### src/rtl/compressor_tree_pipe.sv
// Pipelined carry-save reduction tree: NUM_IN operands reduced through 4:2 compressor
// levels to a sum/carry pair, with an optional carry-propagate adder as the last stage.
module compressor_tree_pipe #(
    parameter int IN_SIZE   = 12,
    parameter int NUM_IN    = 24,
    parameter int OUT_SIZE  = 20,
    parameter int FINAL_ADD = 0
) (
    input  logic                clk_i,
    input  logic                rst_ni,
    input  logic                in_valid_i,
    output logic                in_ready_o,
    input  logic [IN_SIZE-1:0]  in_i [0:NUM_IN-1],
    input  logic                signed_i,
    output logic                out_valid_o,
    input  logic                out_ready_i,
    output logic [OUT_SIZE-1:0] sum_o,
    output logic [OUT_SIZE-1:0] carry_o
);

    function automatic int next_cnt(input int n);
        return ((n % 4) == 3) ? 2 * (n / 4) + 2 : 2 * (n / 4) + (n % 4);
    endfunction

    function automatic int cnt_at(input int lvl);
        int n;
        n = NUM_IN;
        for (int i = 0; i < lvl; i++) n = next_cnt(n);
        return n;
    endfunction

    // NUM_IN=2 still gets one (pass-through) level so the latency rule stays uniform.
    function automatic int num_levels();
        int n;
        int l;
        n = next_cnt(NUM_IN);
        l = 1;
        for (int i = 0; i < 16; i++) begin
            if (n > 2) begin
                n = next_cnt(n);
                l = l + 1;
            end
        end
        return l;
    endfunction

    // Two chained 3:2 counters; carries are shifted in-width so everything wraps mod 2^OUT_SIZE.
    function automatic logic [2*OUT_SIZE-1:0] comp42(
        input logic [OUT_SIZE-1:0] a,
        input logic [OUT_SIZE-1:0] b,
        input logic [OUT_SIZE-1:0] c,
        input logic [OUT_SIZE-1:0] d
    );
        logic [OUT_SIZE-1:0] s1;
        logic [OUT_SIZE-1:0] m1;
        logic [OUT_SIZE-1:0] c1;
        logic [OUT_SIZE-1:0] s2;
        logic [OUT_SIZE-1:0] m2;
        logic [OUT_SIZE-1:0] c2;
        s1 = a ^ b ^ c;
        m1 = (a & b) | (a & c) | (b & c);
        c1 = {m1[OUT_SIZE-2:0], 1'b0};
        s2 = s1 ^ c1 ^ d;
        m2 = (s1 & c1) | (s1 & d) | (c1 & d);
        c2 = {m2[OUT_SIZE-2:0], 1'b0};
        return {c2, s2};
    endfunction

    localparam int LEVELS = num_levels();

    if (NUM_IN < 2 || NUM_IN > 64) begin : g_bad_num_in
        $error("compressor_tree_pipe: NUM_IN must lie in 2..64");
    end
    if (OUT_SIZE < IN_SIZE) begin : g_bad_out_size
        $error("compressor_tree_pipe: OUT_SIZE must be >= IN_SIZE");
    end

    logic                             advance_s;
    logic [NUM_IN-1:0][OUT_SIZE-1:0]  ext_s;

    assign advance_s  = out_ready_i | ~out_valid_o;
    assign in_ready_o = advance_s;

    // Extend every operand to the working width according to the per-vector signed flag.
    always_comb begin
        ext_s = '0;
        for (int i = 0; i < NUM_IN; i++) begin
            if (signed_i) begin
                ext_s[i] = OUT_SIZE'($signed(in_i[i]));
            end else begin
                ext_s[i] = OUT_SIZE'(in_i[i]);
            end
        end
    end

    for (genvar l = 0; l < LEVELS; l++) begin : g_lvl
        localparam int NI = cnt_at(l);
        localparam int NO = cnt_at(l + 1);
        localparam int NG = NI / 4;
        localparam int NR = NI % 4;

        logic [NI-1:0][OUT_SIZE-1:0] a_s;
        logic [NO-1:0][OUT_SIZE-1:0] y_s;
        logic [NO-1:0][OUT_SIZE-1:0] y_d;
        logic [NO-1:0][OUT_SIZE-1:0] y_q;
        logic                        v_in_s;
        logic                        v_q;

        if (l == 0) begin : g_first
            assign a_s    = ext_s;
            assign v_in_s = in_valid_i;
        end else begin : g_next
            assign a_s    = g_lvl[l-1].y_q;
            assign v_in_s = g_lvl[l-1].v_q;
        end

        for (genvar g = 0; g < NG; g++) begin : g_c42
            assign {y_s[2*g+1], y_s[2*g]} =
                comp42(a_s[4*g], a_s[4*g+1], a_s[4*g+2], a_s[4*g+3]);
        end

        // A leftover of three is padded with a zero word; one or two words ride through.
        if (NR == 3) begin : g_rem3
            assign {y_s[2*NG+1], y_s[2*NG]} =
                comp42(a_s[4*NG], a_s[4*NG+1], a_s[4*NG+2], {OUT_SIZE{1'b0}});
        end else if (NR == 2) begin : g_rem2
            assign y_s[2*NG+1] = a_s[4*NG+1];
            assign y_s[2*NG]   = a_s[4*NG];
        end else if (NR == 1) begin : g_rem1
            assign y_s[2*NG] = a_s[4*NG];
        end

        assign y_d = v_in_s ? y_s : '0;

        // Level register: all stages move together on advance and hold on a stall.
        always_ff @(posedge clk_i or negedge rst_ni) begin
            if (!rst_ni) begin
                v_q <= 1'b0;
                y_q <= '0;
            end else if (advance_s) begin
                v_q <= v_in_s;
                y_q <= y_d;
            end
        end
    end

    if (FINAL_ADD != 0) begin : g_final_add
        logic [OUT_SIZE-1:0] fa_d;
        logic [OUT_SIZE-1:0] fa_q;
        logic                fv_q;

        assign fa_d = g_lvl[LEVELS-1].v_q ?
                      (g_lvl[LEVELS-1].y_q[0] + g_lvl[LEVELS-1].y_q[1]) : {OUT_SIZE{1'b0}};

        // Resolved-sum register behind the carry-propagate adder.
        always_ff @(posedge clk_i or negedge rst_ni) begin
            if (!rst_ni) begin
                fv_q <= 1'b0;
                fa_q <= '0;
            end else if (advance_s) begin
                fv_q <= g_lvl[LEVELS-1].v_q;
                fa_q <= fa_d;
            end
        end

        assign out_valid_o = fv_q;
        assign sum_o       = fa_q;
        assign carry_o     = {OUT_SIZE{1'b0}};
    end else begin : g_redundant
        assign out_valid_o = g_lvl[LEVELS-1].v_q;
        assign sum_o       = g_lvl[LEVELS-1].y_q[0];
        assign carry_o     = g_lvl[LEVELS-1].y_q[1];
    end

endmodule
### config.mk
export PLATFORM = sky130hd
export DESIGN_NAME = compressor_tree_pipe
export DESIGN_NICKNAME = d
export VERILOG_FILES = /design/src/rtl/compressor_tree_pipe.sv
export SDC_FILE = /design/constraint.sdc
export NUM_CORES = 1
export LEC_CHECK = 0
export ABC_AREA = 1
export BUFFER_PORTS_ARGS = -buffer_cell sky130_fd_sc_hd__buf_2
export CAP_MARGIN = 15
export CORE_MARGIN = 4
export CORE_UTILIZATION = 55
export CTS_CLUSTER_DIAMETER = 120
export DETAILED_ROUTE_END_ITERATION = 7
export PLACE_DENSITY_LB_ADDON = 0.25
export SLEW_MARGIN = 10
export SYNTH_ARGS = -nofsm -noshare
export SYNTH_HDL_FRONTEND = slang
export SYNTH_SLANG_ARGS = --single-unit
export TNS_END_PERCENT = 100
### constraint.sdc
create_clock -name clk_i -period 3.66 [get_ports clk_i]
set_input_delay 0.732 -clock clk_i [delete_from_list [all_inputs] [get_ports clk_i]]
set_output_delay 0.732 -clock clk_i [all_outputs]
set_load 0.01 [all_outputs]
; After elaboration in Yosys (flattened, before gate mapping)
; Cells that the tools add are included.
; W data, S select, Z words.
[totals]
reg_bits = 484
latchBits = 0
ram_bits = 0
rom_bits = 0
inputBits = 293
out_inout_bits = 42
wordCells = 212
mem_count = 0
[op_classes]
add_sub_neg = 0
mul = 0
n_div = 0
order_cmp = 0
eq_ne = 0
shift = 0
n_mux = 28
bitwise_logic = 156
n_reduce_logical = 0
[ops]
columns = cell, count
row1 = $and A19 B19 Y19, 66
row2 = $xor A20 B20 Y20, 44
row3 = $or A19 B19 Y19, 44
row4 = $mux W20, 24
row5 = $mux W240, 1
row6 = $mux W120, 1
row7 = $mux W80, 1
row8 = $mux W40, 1
row9 = $not A1 Y1, 1
row10 = $or A1 B1 Y1, 1

; Longest topological paths before layout
[logic_depth]
word_depth = 8
ltp_mapped = 7
ltp_nobuf = 7

; Worst setup path after synthesis
; Ideal clock, no wire load.
[synth_path]
path_type = in2reg
start = in signed_i
end = reg g_lvl[0].y_q[212] (netlist name)
setup_time_ns = 0.127
arrival_ns = 2.192
t_required_ns = 3.533
slack_ns = 1.340
path_stages = 5
n_path_buf = 1
path_cell_list = clkbuf_1 > nand2_1 > fa_1 > fa_1 > o22ai_2
[synth_between]
elab_chain_cells = 6
elab_cells_between_ends = 9
classes_between = mux: 5 / bitwise: 4
[synth_lines]
columns = element, line_no
row1 = from (decl), 14  ; input logic signed_i,
row2 = $mux W20, 88  ; if (signed_i) begin
row3 = $xor A20 B20 Y20 (2 in a row), 60  ; s1 = a ^ b ^ c;
row4 = $xor A20 B20 Y20, 63  ; s2 = s1 ^ c1 ^ d;
row5 = $xor A20 B20 Y20 (*), 63
row6 = $mux W240 (*), 133  ; assign y_d = v_in_s ? y_s : '0;
row7 = to (signal assigned), 142  ; y_q <= y_d;
row8 = to (decl), 105  ; logic [NO-1:0][OUT_SIZE-1:0] y_q;
; Every way passes the cells marked *; elsewhere a longest branch is shown, timed or not.
; A chain may end at the register's enable or synchronous reset.

; Final worst setup path
[layout_path]
start = reg g_lvl[3].v_q (netlist: out_valid_o)
end = out in_ready_o
[layout_between]
elab_chain_cells = 2
[layout_lines]
columns = element, line_no
row1 = from (decl), 107  ; logic v_q;
row2 = from (signal assigned), 141  ; v_q <= v_in_s;
row3 = $not A1 Y1, 81  ; assign advance_s = out_ready_i | ~out_valid_o;
row4 = $or A1 B1 Y1, 81
row5 = to (decl), 12  ; output logic in_ready_o,
; Every way passes these cells.

==> run_results.csv <==
group,metric,value,unit
cells_and_area,regArea,0.00924,mm2
critical_path,crit_type,"reg2out",
cts,cts_tree,"built",
route,vias_per_cell,5.07,
grt,antenna_found_initial,0,
power_and_ir_drop,clkPwrFrac,0.255,
sta,rsz0062_at_grt,"false",
cts,ctsRootBufferMaster,"clkbuf_16",
grt,track_usage,0.246,
synth,syn_area,0.0212,mm2
power_and_ir_drop,intPower,9.90,mW
grt,grt_use_met2,0.401,
cells_and_area,multi_input_area,0.00988,mm2
power_and_ir_drop,p_sw,5.79,mW
critical_path,crit_required,2930,ps
power_and_ir_drop,switching_share,0.369,
placement,port_buffers,332,
floorplanning,start_util,0.561,
synth,synth_top_area_share,0.435,
cts,postCtsSetupRepairBufs,0,
placement,dp_hpwl,38400,um
sta,fmax,442,MHz
synth,syn_inst,1939,
route,firstDrtPassIters,5,
route,route.detailed.drc,0,
critical_path,start_kind,"flop",
sta,drv_slew,0,
cts,clock_latency,540,ps
run,drv_cap,0,
sta,final.period_utilization,0.617,
synth,synth_area_leader_cell,"dfrtp_1",
synth,yosysWarningCount,0,
floorplanning,die_area,0.0418,mm2
critical_path,cp_max_fo,36,
grt,grt.busiest_layer,"met2",
route,drt_iter0_markers,978,
floorplanning,rows,71,
cts,clock-sinks,369,
cts,clk_pin_slew,60,ps
sta,finalSetupViolCount,0,
cts,holdBufCountCts,0,
grt,overflow,0,
route,ant_nets,0,
run_status,outcome,"complete, no violations",
route,wire_per_inst,18.1,um
cells_and_area,num_antenna_cells,0,
sta,tightest_slew,1160,ps
synth,synth_most_common_cell,"inv_1",
route,via_count,14100,
floorplanning,core-area,0.0378,mm2
cells_and_area,nFillCells,3010,
worst_hold_path,hold_class,"in2async",
placement,finalWeightedCongestion,0.888,
power_and_ir_drop,ir_drop,0.000406,V
cells_and_area,fin_nets,2852,
synth,seq_area_frac_synth,0.435,
power_and_ir_drop,p_seq_frac,0.368,
synth,dominantRegCellSynth,"dfrtp_1",
synth,synth_enable_flop_cells,0,
grt,grt_pass1_wl,80900,um
sta,min_period,2260,ps
critical_path,crit_arrival,1530,ps
sta,slew_headroom,0.229,
cts,clockBufferDepth,3,
cts,cts_max_level,2,
cts,numCtsBuffers,39,
sta,clock-skew-final,23.6,ps
power_and_ir_drop,power.density,637,mW/mm2
floorplanning,fp.dieH,204,um
grt,gr-usage-met3,0.0370,
floorplanning,fp.dieW,204,um
synth,synth.distinct_cells,19,
critical_path,crit_path_start,"out_valid_o$_DFFE_PN0P_",
cells_and_area,drive_gt1_frac,0.196,
synth,avgSynthCellArea,11.0,um2
critical_path,worst_setup_path_end_kind,"primary output",
power_and_ir_drop,combPwrFrac,0.377,
synth,netlist_top_cells_area,"dfrtp_1 43%, fa_1 29%, inv_1 8.0%, nand2_1 5.0%, o21ai_0 3.1%",
power_and_ir_drop,p_total,15.7,mW
synth,synth_top_cells_by_count,"451 x inv_1, 369 x dfrtp_1, 308 x fa_1, 284 x nand2_1, 130 x o21ai_0",
grt,grt_max_degree,201,
grt,grt_pass1_vias,15300,
cells_and_area,area_growth,16.0,%
critical_path,r2r-start,"out_valid_o$_DFFE_PN0P_",
power_and_ir_drop,leakagePower,12.2,nW
sta,finalHoldViolations,0,
floorplanning,io_pins,335,
route,finalWirelength,50200,um
cts,cts_resized,0,
sta,tns,0,ps
synth,async_flop_share,1.00,
synth,synth_seq_cells,369,
grt,met1_usage,0.364,
flip-flops by register name (all words and copies together) (netlist names):
| name | count |
|---|---|
| out_valid_o | 1 |
| sum_o | 20 |
| g_lvl.v_q | 3 |
| g_lvl.y_q | 327 |
| carry_o | 18 |
metrics by stage:
stage	worst slack, ps	utilization	cells	hold slack, ps	cell area [um2]
2_1_floorplan	1340	-	1940	436	21200
3_3_place_gp	1170	0.617	2706	457	23300
3_5_place_dp	1100	0.617	2706	460	23300
4_1_cts	1380	0.651	2774	292	24600
5_1_grt	1320	0.651	2774	294	24600
6_report	1400	0.651	2774	254	24600
per-layer routing:
metal  wire [um]  part of all wire
met1       22200              0.44
met2       24600              0.49
met3        2490             0.050
met4         878             0.017
met5           0                 0
cells in the final DEF (no fill, tap or decap), drive strengths merged, types with 4 or more instances in the layout:
cell type | synthesis | layout
inv | 452 | 455
dfrtp | 369 | 369
buf | 77 | 348
fa | 308 | 308
nand2 | 285 | 285
o21ai | 205 | 205
o22ai | 116 | 116
nand3 | 93 | 93
clkbuf | 16 | 56
ha | 15 | 15
clkinv | 0 | 5
bufinv | 0 | 4
final timing paths:
| kind | endpoint | slack, ps | cells past startpoint |
|---|---|---|---|
| max in group asynchronous | g_lvl[0].y_q[67]$_DFFE_PN0P_ | 2440 | 2 |
| min in group clk_i | carry_o[3]$_DFFE_PN0P_ | 470 | 2 |
| min | g_lvl[0].y_q[66]$_DFFE_PN0P_ | 250 | 1 |
| max reg2reg | g_lvl[0].y_q[226]$_DFFE_PN0P_ | 1490 | 3 |
| max | in_ready_o | 1400 | 2 |
| min reg2reg | carry_o[3]$_DFFE_PN0P_ | 470 | 2 |
worst max-delay path, stage by stage (launching register included):
cell and delay [ps]:
dfrtp_1 410, nand2_4 350, buf_2 230
final cells by class:
type / instances / share of cell area
Inverter: 452 / 0.0689
Multi-Input combinational cell: 1026 / 0.401
Timing Repair Buffer: 348 / 0.0763
Tap cell: 511 / 0.0260
Sequential cell: 369 / 0.375
Clock inverter: 12 / 0.00696
Clock buffer: 56 / 0.0455
logic make-up (layout without fill, tap and decap cells):
family | count (synthesis) | after routing | synth area share
flops | 369 | 369 | 0.435
other cells | 1 | 2 | 0.000177
simple gates | 380 | 380 | 0.0732
compound gates | 321 | 321 | 0.0913
fa+ha+maj | 323 | 323 | 0.299
buf+inv | 545 | 868 | 0.101
power groups by stage:
stage          logic, mW  registers (mW)  clock network [mW]
6_report            5.92            5.77                4.00
5_1_grt             6.69            5.90                4.25
4_1_cts             5.96            5.78                4.07
3_5_place_dp        5.91            5.84                   0
3_3_place_gp        5.74            5.79                   0
2_1_floorplan       3.75            5.74                   0
(Power assumes the default switching activity.)
